[config.mk]
export PLATFORM = sky130hd
export DESIGN_NAME = fir_mac_sequencer
export DESIGN_NICKNAME = d
export VERILOG_FILES = /design/src/rtl/fir_pkg.sv /design/src/rtl/fir_coef_bank.sv /design/src/rtl/fir_mac_sequencer.sv
export SDC_FILE = /design/constraint.sdc
export NUM_CORES = 1
export LEC_CHECK = 0
export CAP_MARGIN = 10
export CORE_MARGIN = 5
export CORE_UTILIZATION = 35
export CTS_BUF_LIST = sky130_fd_sc_hd__clkbuf_16
export CTS_CLUSTER_SIZE = 30
export DETAILED_ROUTE_END_ITERATION = 16
export GPL_ROUTABILITY_DRIVEN = 1
export SYNTH_ARGS = -nofsm -noshare
export SYNTH_HDL_FRONTEND = slang
export SYNTH_SLANG_ARGS = --single-unit
[constraint.sdc]
create_clock -name clk -period 7.3 [get_ports clk]
set_input_delay 0.73 -clock clk [delete_from_list [all_inputs] [get_ports clk]]
set_output_delay 0.73 -clock clk [all_outputs]
set_load 0.01 [all_outputs]
[src/rtl/fir_pkg.sv]
// ---------------------------------------------------------------------------
// fir_pkg
// Shared definitions for the time-multiplexed FIR MAC sequencer:
//   - datapath widths (TAPS, DW, CW, IW = log2(TAPS), AW accumulator width)
//   - reset-time coefficient bank contents
//   - FSM state type
//   - output saturation helper (accumulator -> output sample)
// ---------------------------------------------------------------------------
package fir_pkg;

  localparam int TAPS = 4;
  localparam int DW   = 8;
  localparam int CW   = 8;
  localparam int IW   = $clog2(TAPS);
  localparam int AW   = DW + CW + IW;

  // Coefficients loaded into the bank on reset (tap 0 first).
  localparam logic [CW-1:0] DEF_COEF [TAPS] = '{8'h19, 8'h33, 8'h66, 8'h33};

  typedef enum logic [1:0] {
    ST_IDLE = 2'd0,
    ST_MAC  = 2'd1,
    ST_OUT  = 2'd2
  } fir_state_e;

  // Output is the upper byte of the 16-bit product range; any carry into
  // the guard bits above it means the true value does not fit, so clamp.
  function automatic logic [DW-1:0] fir_saturate(input logic [AW-1:0] acc);
    logic [DW-1:0] res;
    if (acc[AW-1:DW+CW] == {IW{1'b0}}) begin
      res = acc[DW+CW-1:CW];
    end else begin
      res = {DW{1'b1}};
    end
    return res;
  endfunction

endpackage

[src/rtl/fir_coef_bank.sv]
// ---------------------------------------------------------------------------
// fir_coef_bank
// TAPS x CW coefficient register file. Resets asynchronously to the package
// default coefficients. One synchronous write port, one combinational read
// port addressed by the MAC tap index.
// Ports:
//   i_clk, i_rst_n      clock, async active-low reset
//   i_we, i_waddr,      write strobe / index / value (caller gates legality)
//   i_wdata
//   i_raddr, o_rdata    combinational read
// ---------------------------------------------------------------------------
module fir_coef_bank
  import fir_pkg::*;
(
  input  logic          i_clk,
  input  logic          i_rst_n,
  input  logic          i_we,
  input  logic [IW-1:0] i_waddr,
  input  logic [CW-1:0] i_wdata,
  input  logic [IW-1:0] i_raddr,
  output logic [CW-1:0] o_rdata
);

  logic [CW-1:0] r_coef [TAPS];

  // Coefficient storage: defaults on reset, single write port otherwise.
  always_ff @(posedge i_clk or negedge i_rst_n) begin
    if (!i_rst_n) begin
      for (int i = 0; i < TAPS; i++) begin
        r_coef[i] <= DEF_COEF[i];
      end
    end else if (i_we) begin
      r_coef[i_waddr] <= i_wdata;
    end else begin
      r_coef <= r_coef;
    end
  end

  assign o_rdata = r_coef[i_raddr];

endmodule

[src/rtl/fir_mac_sequencer.sv]
// ---------------------------------------------------------------------------
// fir_mac_sequencer
// Time-multiplexed FIR filter: one multiplier/accumulator shared across TAPS
// taps, one tap per clock. IDLE accepts a sample (and/or a coefficient
// write), MAC accumulates TAPS products, OUT presents the saturated result
// until the consumer takes it.
// Ports:
//   clk, rst_n                     clock, async active-low reset
//   s_valid, s_ready, s_data       input sample stream
//   m_valid, m_ready, m_data       output sample stream
//   cfg_we, cfg_addr, cfg_data     coefficient write
//   cfg_ready                      write accepted this cycle (IDLE only)
//   cfg_drop                       pulse: write attempted while not ready
//   busy                           FSM is not IDLE
// Widths are taken from fir_pkg.
// ---------------------------------------------------------------------------
module fir_mac_sequencer
  import fir_pkg::*;
(
  input  logic          clk,
  input  logic          rst_n,
  input  logic          s_valid,
  output logic          s_ready,
  input  logic [DW-1:0] s_data,
  output logic          m_valid,
  input  logic          m_ready,
  output logic [DW-1:0] m_data,
  input  logic          cfg_we,
  input  logic [IW-1:0] cfg_addr,
  input  logic [CW-1:0] cfg_data,
  output logic          cfg_ready,
  output logic          cfg_drop,
  output logic          busy
);

  fir_state_e       r_state;
  fir_state_e       w_state_nxt;
  logic [DW-1:0]    r_x [TAPS];
  logic [AW-1:0]    r_acc;
  logic [IW-1:0]    r_idx;
  logic [DW-1:0]    r_m_data;
  logic             r_m_valid;
  logic             r_s_ready;
  logic             r_cfg_ready;
  logic             r_cfg_drop;
  logic             r_busy;

  logic             w_accept;
  logic             w_cfg_wr;
  logic             w_last_tap;
  logic [CW-1:0]    w_coef;
  logic [CW+DW-1:0] w_prod;
  logic [AW-1:0]    w_acc_sum;

  // Handshake qualifiers; the ready flags mirror "state is IDLE".
  assign w_accept   = (r_state == ST_IDLE) && s_valid;
  assign w_cfg_wr   = cfg_we && r_cfg_ready;
  assign w_last_tap = (r_idx == IW'(TAPS - 1));

  fir_coef_bank u_coef_bank (
    .i_clk   (clk),
    .i_rst_n (rst_n),
    .i_we    (w_cfg_wr),
    .i_waddr (cfg_addr),
    .i_wdata (cfg_data),
    .i_raddr (r_idx),
    .o_rdata (w_coef)
  );

  // One tap product per cycle; guard bits keep the running sum from wrapping.
  assign w_prod    = w_coef * r_x[r_idx];
  assign w_acc_sum = r_acc + AW'(w_prod);

  // Next-state decode for the IDLE -> MAC -> OUT sequence.
  always_comb begin
    w_state_nxt = r_state;
    case (r_state)
      ST_IDLE: begin
        if (s_valid) begin
          w_state_nxt = ST_MAC;
        end else begin
          w_state_nxt = ST_IDLE;
        end
      end
      ST_MAC: begin
        if (w_last_tap) begin
          w_state_nxt = ST_OUT;
        end else begin
          w_state_nxt = ST_MAC;
        end
      end
      ST_OUT: begin
        if (m_ready) begin
          w_state_nxt = ST_IDLE;
        end else begin
          w_state_nxt = ST_OUT;
        end
      end
      default: begin
        w_state_nxt = ST_IDLE;
      end
    endcase
  end

  // State register plus flag outputs registered from the next state so they
  // are glitch-free and line up exactly with the state they describe.
  always_ff @(posedge clk or negedge rst_n) begin
    if (!rst_n) begin
      r_state     <= ST_IDLE;
      r_s_ready   <= 1'b1;
      r_cfg_ready <= 1'b1;
      r_m_valid   <= 1'b0;
      r_busy      <= 1'b0;
    end else begin
      r_state     <= w_state_nxt;
      r_s_ready   <= (w_state_nxt == ST_IDLE);
      r_cfg_ready <= (w_state_nxt == ST_IDLE);
      r_m_valid   <= (w_state_nxt == ST_OUT);
      r_busy      <= (w_state_nxt != ST_IDLE);
    end
  end

  // Rejected coefficient write: one pulse per cycle the write was refused.
  always_ff @(posedge clk or negedge rst_n) begin
    if (!rst_n) begin
      r_cfg_drop <= 1'b0;
    end else begin
      r_cfg_drop <= cfg_we && !r_cfg_ready;
    end
  end

  // Delay line shifts only when a sample is accepted.
  always_ff @(posedge clk or negedge rst_n) begin
    if (!rst_n) begin
      for (int i = 0; i < TAPS; i++) begin
        r_x[i] <= {DW{1'b0}};
      end
    end else if (w_accept) begin
      r_x[0] <= s_data;
      for (int i = 1; i < TAPS; i++) begin
        r_x[i] <= r_x[i-1];
      end
    end else begin
      r_x <= r_x;
    end
  end

  // Accumulator and tap index: cleared on accept, stepped once per MAC cycle.
  // TAPS is a power of two, so the index wraps back to zero by itself.
  always_ff @(posedge clk or negedge rst_n) begin
    if (!rst_n) begin
      r_acc <= {AW{1'b0}};
      r_idx <= {IW{1'b0}};
    end else if (w_accept) begin
      r_acc <= {AW{1'b0}};
      r_idx <= {IW{1'b0}};
    end else if (r_state == ST_MAC) begin
      r_acc <= w_acc_sum;
      r_idx <= r_idx + IW'(1'b1);
    end else begin
      r_acc <= r_acc;
      r_idx <= r_idx;
    end
  end

  // Result capture on the final tap; held through OUT and beyond.
  always_ff @(posedge clk or negedge rst_n) begin
    if (!rst_n) begin
      r_m_data <= {DW{1'b0}};
    end else if ((r_state == ST_MAC) && w_last_tap) begin
      r_m_data <= fir_saturate(w_acc_sum);
    end else begin
      r_m_data <= r_m_data;
    end
  end

  assign s_ready   = r_s_ready;
  assign cfg_ready = r_cfg_ready;
  assign m_valid   = r_m_valid;
  assign m_data    = r_m_data;
  assign cfg_drop  = r_cfg_drop;
  assign busy      = r_busy;

endmodule

* Word level (Yosys, flattened, before mapping)
Cells that the tools add are included.
** Word-level totals
- Flip-flop bits (word level) :: 98
- Bits of input ports :: 23
** Operators by class
- Multipliers :: 1
- Add/sub/neg operators :: 2
- Order comparisons :: 3
- Reductions and logical operators :: 11
- Muxes and demuxes :: 18
- Equality and inequality tests :: 4
- Bitwise logic cells :: 2
** Operator list (number)
- $mux W8 :: 6
- $mux W18 :: 2
- $bmux W8 S2 :: 2
- $bwmux W32 :: 1
- $add A18 B16 Y18 :: 1
- $demux W8 S2 :: 1
- $mul A8 B8 Y16 :: 1
- $mux W2 :: 4
- $eq A2 B2 Y1 const B :: 3
- $ge A3 B3 Y1 const B :: 2
- $logic_not A2 Y1 :: 3
- $not A2 Y3 :: 2
- $pmux W2 S3 :: 1
- $logic_and A1 B1 Y1 :: 5
- $reduce_bool A2 Y1 :: 2
- $lt A3 B1 Y1 const B :: 1
- $add A2 B1 Y2 const B :: 1
- $eq A2 B1 Y1 const B :: 1
- $logic_not A1 Y1 :: 1
- $mux W1 :: 1

* Longest topological paths before layout
Gate-level depths: netlist (run 1).
- Depth after elaboration :: 8
- Gate-level depth with buffers :: 21
- Gate-level depth less buffers :: 19

* By module
From an unflattened synthesis (run 1), not the netlist that was laid out.
** Second synthesis, totals
- Cells, all modules :: 648
- Area, all modules :: 6708.9 µm²
** Modules (own cells, without submodules)
- fir_mac_sequencer :: times used 1, area each 5288.8 µm², seq. area each 1652.8 µm², cells an instance 570
- fir_coef_bank :: times used 1, area each 1420.1 µm², seq. area each 819.5 µm², cells an instance 78

* Worst setup path after synthesis (run 1)
No wires, ideal clock.
- Path type :: register to register
- Start :: register r_idx[0]
- End :: register r_m_data[0] (netlist: m_data[0])
- Path slack :: 1.728 ns
- Stages on the path, launching flop included :: 18
- Arrival time :: 5.430 ns
- Period minus slack after synthesis :: 5.572 ns
- Cells stage by stage :: dfrtp_1 > buf_2 > buf_2 > mux4_2 > and2_1 > fa_1 > fa_1 > fa_1 > inv_1 > fa_1 > inv_1 > ha_1 > a21o_1 > o31a_4 > mux2i_4 > o21a_2 > nor3_4 > a31oi_1
** On the way
- Cells in the longest elaborated chain, start to end :: 8
** Ends and longest elaborated chain
- start, declared :: line fir_mac_sequencer.sv:40 : logic [IW-1:0] r_idx;
- start signal, assigned :: line fir_mac_sequencer.sv:153 : r_idx <= {IW{1'b0}};
- start signal, assigned :: line fir_mac_sequencer.sv:156 : r_idx <= {IW{1'b0}};
- start signal, assigned :: line fir_mac_sequencer.sv:159 : r_idx <= r_idx + IW'(1'b1);
- $not A2 Y3 (implied by the code) :: line fir_coef_bank.sv:39, fir_mac_sequencer.sv:71
- $bmux W8 S2, on equally long branches :: line fir_coef_bank.sv:39, fir_mac_sequencer.sv:71
- $mux W8, on equally long branches (2 in a row) :: line fir_coef_bank.sv:39, fir_mac_sequencer.sv:71
- $mul A8 B8 Y16 :: line fir_mac_sequencer.sv:71 : assign w_prod = w_coef * r_x[r_idx];
- $add A18 B16 Y18 :: line fir_mac_sequencer.sv:72 : assign w_acc_sum = r_acc + AW'(w_prod);
- $logic_not A2 Y1 :: line fir_pkg.sv:30 : if (acc[AW-1:DW+CW] == {IW{1'b0}}) begin
- $mux W8 :: line fir_pkg.sv:30
- end signal, assigned :: line fir_mac_sequencer.sv:169 : r_m_data <= {DW{1'b0}};
- end signal, assigned :: line fir_mac_sequencer.sv:171 : r_m_data <= fir_saturate(w_acc_sum);
- end signal, assigned :: line fir_mac_sequencer.sv:173 : r_m_data <= r_m_data;
- end, declared :: line fir_mac_sequencer.sv:41 : logic [DW-1:0] r_m_data;
Parallel ways exist; a longest one is shown, timed or not. The select of a mux whose other input is x is not followed.
A chain may end at the register's enable or synchronous reset.

* Worst setup path in the final report (run 1)
- Start :: register r_idx[0]
- End :: register r_m_data[3] (netlist: m_data[3])
The elaborated chain is that of the path after synthesis.

==> run_results.csv, run 1 <==
group,metric,value,unit
grt,grt_pass1_wl,23600,µm
timing,worst_pin_slew,1120,ps
logic_synthesis,synth-edff-count,0,
critical_path,crit_top_cell,"fa_1",
critical_path,slowest_stage,"dfrtp_1",
drt,drt_pass1_iterations,4,
timing,maxSlewViolCount,0,
timing,rsz0062_at_grt,"no",
floorplan,ios,36,
critical_path,critical_path.top_delay_family,"adder cells",
clocking,clockBufferDepth,2,
logic_synthesis,synthXorXnorAreaFrac,0.0143,
critical_path,worstPathMaxFanout,11,
finish,syn_to_final_growth,13.9,%
timing,setup_viol,0,
logic_synthesis,synthArstFlopShare,1.00,
critical_path,worst-path-buf-inv,3,
clocking,htree_levels,3,
floorplan,core-area,0.0188,mm²
place,hpwlAfterDp,10300,µm
critical_path,r2r_cells,17,
logic_synthesis,syn_area,0.00676,mm²
logic_synthesis,synthMuxAreaShare,0.165,
timing,finalHoldViolations,0,
clocking,clkLatencyLatePin,350,ps
floorplan,die_width,149,µm
timing,final.setup.tns,0,ps
drt,remaining_drc_errors,0,
finish,multiInputGateArea,0.00384,mm²
logic_synthesis,synth_top_family_by_area,"adder cells",
place,routabilityCongestion,0.796,
clocking,cts_root_buf,"clkbuf_16",
timing,fin_crit,6080,ps
logic_synthesis,yosys_warnings,0,
finish,diodes,0,
critical_path,arrival,6280,ps
worst_hold_path,hp-class,"in -> async",
floorplan,die-height,149,µm
timing,period_share,0.833,
logic_synthesis,synthCells,596,
finish,layout_commonest_cell,"inv_1",
grt,grt_max_degree,70,
finish,drive_above_1_share,0.199,
drt,final_antenna_net_count,0,
critical_path,critPathKind,"reg -> reg",
finish,layout.nets,741,
floorplan,placementRows,50,
critical_path,cp_num_cells,17,
grt,grt_pass1_vias,4782,
clocking,path_clk_slew,70,ps
drt,drt_iter0_markers,188,
finish,ff_latch_area,0.00247,mm²
logic_synthesis,synthSimpleGateAreaFrac,0.0987,
clocking,numCtsBuffers,9,
logic_synthesis,synth_nets,710,
timing,clock.fmax,164,MHz
logic_synthesis,yosys_most_used_dff,"dfrtp_1",
job,drv_cap,0,
critical_path,end_kind,"register",
logic_synthesis,synth_seq_cells,98,
timing,final.setup_skew,10.2,ps
drt,routed_wl,13500,µm
logic_synthesis,yosysSeqAreaShare,0.366,
grt,antenna_found_initial,0,
critical_path,cp_cell_sequence,"buf_4 -> mux4_2 -> and2_1 -> fa_1 -> fa_1 -> fa_1 -> inv_1 -> fa_1 -> inv_1 -> ha_1 -> a21o_1 -> a31oi_1 -> o22ai_1 -> a211oi_1 -> xnor2_1 -> nor3_4 -> a31oi_1",
drt,wl_per_cell,15.2,µm
critical_path,critPathRequiredTime,7500,ps
drt,num_vias,4326,
critical_path,start_kind,"register",
finish,n_fill_cell,1803,
run_status,status,"finished clean",
logic_synthesis,synth.avg_cell_area,11.3,µm²
logic_synthesis,synth_cell_types,47,
drt,vias_per_cell,4.85,
clocking,ctsHoldBuffers,0,
floorplan,dieArea,0.0222,mm²
logic_synthesis,synthAdderAreaFrac,0.224,
clocking,cts_setup_buffers,0,
clocking,tritoncts,"yes",
logic_synthesis,synth-compound-area-share,0.0654,
timing,maxSlewHeadroom,0.257,
clocking,cts_resized,0,
grt,grt_usage,0.133,
clocking,cts_sinks,98,
place,io_buffers,35,
grt,grt_overflow_total,0,
critical_path,slowest_delay,720,ps
finish,layout_common_cells,"inv_1, dfrtp_1, mux2_2",
floorplan,start_util,0.359,
## layer usage
metal  track usage  share of wire  up-vias
met3        0.0185          0.019       21
li1              -              -     2040
met4        0.0595          0.026        0
met2         0.238           0.52       44
met5             0              0        -
met1         0.158           0.43     2221
## final timing paths
path | from | endpoint | slack, ps
worst min register to register | u_coef_bank.r_coef[8] | u_coef_bank.r_coef[8] | 510
worst min-delay path | rst_n | r_acc[11] | 320
worst max register to register | r_idx[0] | m_data[3] | 1220
max in group asynchronous | rst_n | r_idx[1] | 5790
min in group clk | u_coef_bank.r_coef[8] | u_coef_bank.r_coef[8] | 510
worst max-delay path | r_idx[0] | m_data[3] | 1220
## final cells by class
type / count / share of cell area
flip-flops and latches: 98 / 0.321
clock buffers: 9 / 0.0293
repair buffers: 38 / 0.0481
inverters: 100 / 0.0488
clock inverters: 7 / 0.0120
multi-input cells: 380 / 0.498
well taps: 260 / 0.0423
## stage by stage
| step | setup WS (ps) | util | hold slack, ps | instances | cell area (µm²) |
|---|---|---|---|---|---|
| 6_report | 1220 | 0.409 | 321 | 892 | 7700 |
| 5_1_grt | 722 | 0.409 | 354 | 892 | 7700 |
| 4_1_cts | 1120 | 0.409 | 329 | 892 | 7700 |
| 3_5_place_dp | 1180 | 0.392 | 489 | 876 | 7380 |
| 3_3_place_gp | 1280 | 0.392 | 484 | 876 | 7380 |
| 2_1_floorplan | 1730 | - | 434 | 596 | 6760 |
## flip-flops by register name, indices dropped and copies added (netlist names)
| name | flops |
|---|---|
| r_x | 32 |
| u_coef_bank.r_coef | 32 |
| r_acc | 18 |
| m_data | 8 |
| r_idx | 2 |
| r_state | 2 |
| busy | 1 |
| cfg_drop | 1 |
| cfg_ready | 1 |
| m_valid | 1 |
## cells in the mapped netlist, drive strengths merged, types with 2 or more instances
cell type  number  area, µm²
inv           100        375
dfrtp          82       2050
mux2           64        721
nand2          61        229
fa             50       1000
ha             41        513
and2           36        225
dfstp          16        420
mux4           16        360
nor2           14       52.6
o22ai          12       75.1
clkbuf         11       41.3
a31oi          10       62.6
o21ai          10       50.1
a21o            8       60.1
a21oi           7       38.8
buf             7       36.3
xor2            6       52.6
xnor2           5       43.8
nor3            4       41.3
o31a            4       43.8
o31ai           4       30.0
nand2b          3       26.3
nor2b           3       26.3
o21a            3       23.8
o21bai          3       22.5
a211oi          2       15.0
mux2i           2       32.5
nand3           2       10.0
nand3b          2       15.0
nand4           2       12.5
## logic make-up (layout without fill, tap and decap cells)
kind of cell             count (synthesis)  after routing
XOR/XNOR                                11             11
AND/OR/NAND/NOR                        131            131
buffers and inverters                  118            154
multiplexers                            82             82
adder cells (fa/ha/maj)                 91             91
flip-flops                              98             98
AO/OA/AOI/OAI                           65             65
## worst reg2reg max path: cells and delay by family (launching register included)
family                   cells  cell delay [ps]
AO/OA/AOI/OAI                5              960
XOR/XNOR                     1              180
adder cells (fa/ha/maj)      5             2440
buffers and inverters        3              440
flip-flops                   1              720
multiplexers                 1              620
AND/OR/NAND/NOR              2              580
Power of run 1 is left out: the tool's default activity adds up to more than one toggle a clock period on the data nets, which glitch-free logic cannot reach.
==> inputs of run 2 (changes only) <==
Clock period 7.3 ns to 5.5 ns, I/O delays scaled along.
==> run 2 against run 1 <==
  * Die area stayed put
  * Design area is 7.7% higher
  * First-iteration DRC count is 24% lower
  * Core utilization is 3.1 points higher
  * Register-to-register slack worse by 1100 ps
  * Hold slack worse by 190 ps
  * Count of clock-buffer cells in the layout stayed put
  * Critical path type unchanged
  * Critical endpoint is now m_data[4]
==> run_results.csv, run 2 (synthesis results as in run 1) <==
group,metric,value,unit
grt,grt_pass1_wl,24200,µm
critical_path,critPathRequiredTime,5710,ps
finish,layout_commonest_cell,"inv_1",
critical_path,arrival,5600,ps
finish,diodes,0,
clocking,htree_levels,3,
grt,grt_pass1_vias,4783,
timing,maxSlewHeadroom,0.217,
drt,wl_per_cell,15.7,µm
clocking,cts_root_buf,"clkbuf_16",
place,postPlaceCellArea,0.00750,mm²
drt,vias_per_cell,4.85,
floorplan,start_util,0.359,
grt,grt_max_degree,70,
clocking,clockBufferDepth,2,
critical_path,worstPathMaxFanout,8,
run_status,status,"finished clean",
floorplan,core-area,0.0188,mm²
floorplan,dieArea,0.0222,mm²
drt,drt_pass1_iterations,4,
critical_path,cp_cell_sequence,"buf_12 -> buf_12 -> mux4_2 -> buf_6 -> and2_1 -> fa_2 -> fa_1 -> ha_1 -> inv_1 -> fa_1 -> inv_1 -> ha_4 -> nor2b_4 -> o31a_1 -> o31a_4 -> mux2i_4 -> o21a_4 -> nor3_4 -> a31oi_1",
critical_path,slowest_stage,"mux4_2",
drt,routed_wl,14600,µm
timing,final.setup.tns,0,ps
grt,antenna_found_initial,0,
timing,worst_pin_slew,1170,ps
job,drv_cap,0,
clocking,tritoncts,"yes",
finish,layout_common_cells,"inv_1, dfrtp_1, mux2_2",
finish,drive_above_1_share,0.318,
floorplan,die_width,149,µm
timing,finalHoldViolations,0,
drt,drt_iter0_markers,143,
place,io_buffers,35,
clocking,cts_sinks,98,
finish,reg.largest.list,"r_x (32), u_coef_bank.r_coef (32), r_acc (18)",
grt,grt_overflow_total,0,
drt,num_vias,4518,
grt,grt_usage,0.137,
timing,fin_crit,5390,ps
critical_path,worst-path-buf-inv,5,
floorplan,placementRows,50,
timing,rsz0062_at_grt,"yes",
timing,final.setup_skew,10.9,ps
place,hpwlAfterDp,10400,µm
finish,syn_to_final_growth,22.7,%
critical_path,end_kind,"register",
timing,setup_viol,0,
clocking,path_clk_slew,80,ps
critical_path,critPathKind,"reg -> reg",
finish,n_fill_cell,1758,
floorplan,die-height,149,µm
finish,postLayoutCellArea,0.00829,mm²
place,routabilityCongestion,0.780,
critical_path,slowest_delay,610,ps
timing,maxSlewViolCount,0,
finish,layout.nets,781,
drt,remaining_drc_errors,0,
timing,clock.fmax,185,MHz
drt,final_antenna_net_count,0,
clocking,clkLatencyLatePin,360,ps
timing,period_share,0.981,
critical_path,critical_path.top_delay_family,"adder cells",
worst_hold_path,hp-class,"in -> async",
clocking,ctsHoldBuffers,0,
clocking,numCtsBuffers,9,
floorplan,ios,36,
critical_path,start_kind,"register",
## run 2: cell count changes in the layout (fill, tap and decap cells not counted), sizes merged
| cell | previous run | this run |
|---|---|---|
| clkinv | 2 | 4 |
| clkinvlp | 0 | 1 |
| inv | 104 | 102 |
| bufinv | 1 | 0 |
| buf | 4 | 44 |
## run 2: layout make-up
type | count | area (µm²) | share of cell area
Timing Repair Buffer | 78 | 788 | 0.0951
Clock inverter | 7 | 65.1 | 0.00785
Multi-Input combinational cell | 380 | 4040 | 0.487
Tap cell | 260 | 325 | 0.0392
Inverter | 100 | 375 | 0.0453
Sequential cell | 98 | 2470 | 0.298
Clock buffer | 9 | 225 | 0.0272
## run 2: routing by layer
metal	wire length, µm	vias to the layer above	GRT usage
li1	-	2113	-
met2	7840	56	0.247
met3	367	26	0.0225
met1	6070	2323	0.166
met5	0	-	0
met4	318	0	0.0481
## run 2: worst paths after layout
path	slack, ps	to	from	cells past startpoint
setup reg to reg	110	m_data[4]	r_idx[0]	19
hold / removal	130	r_acc[11]	rst_n	1
hold reg to reg	510	r_x[1]	r_x[1]	1
setup / recovery	110	m_data[4]	r_idx[0]	19
min in group clk	510	r_x[1]	r_x[1]	1
max in group asynchronous	4170	r_x[12]	rst_n	2
## run 2: stage by stage
step,hold slack [ps],std cells,setup WS (ps),utilization
2_1_floorplan,254,596,11.2,-
5_1_grt,154,932,-68.1,0.440
6_report,127,932,106,0.440
3_3_place_gp,483,888,46.6,0.398
3_5_place_dp,490,888,-34.9,0.398
4_1_cts,132,919,1.74,0.424
## run 2: what timing repair did
item / CTS / global route
endpoints found under the hold margin: 0 / 0
endpoints found under the setup margin: 8 / 13
buffers inserted: 15 / 14
gates resized for setup: 15 / 52
pin swaps: 13 / 63
## run 2: worst register-to-register path: cells and delay by family, from the launching register on
kind            cells  cell delay, ps
flops               1             410
fa+ha+maj           5            1870
compound gates      4             990
buf+inv             5             550
mux                 2             830
simple gates        3             600
Power of run 2 is left out for the same reason.
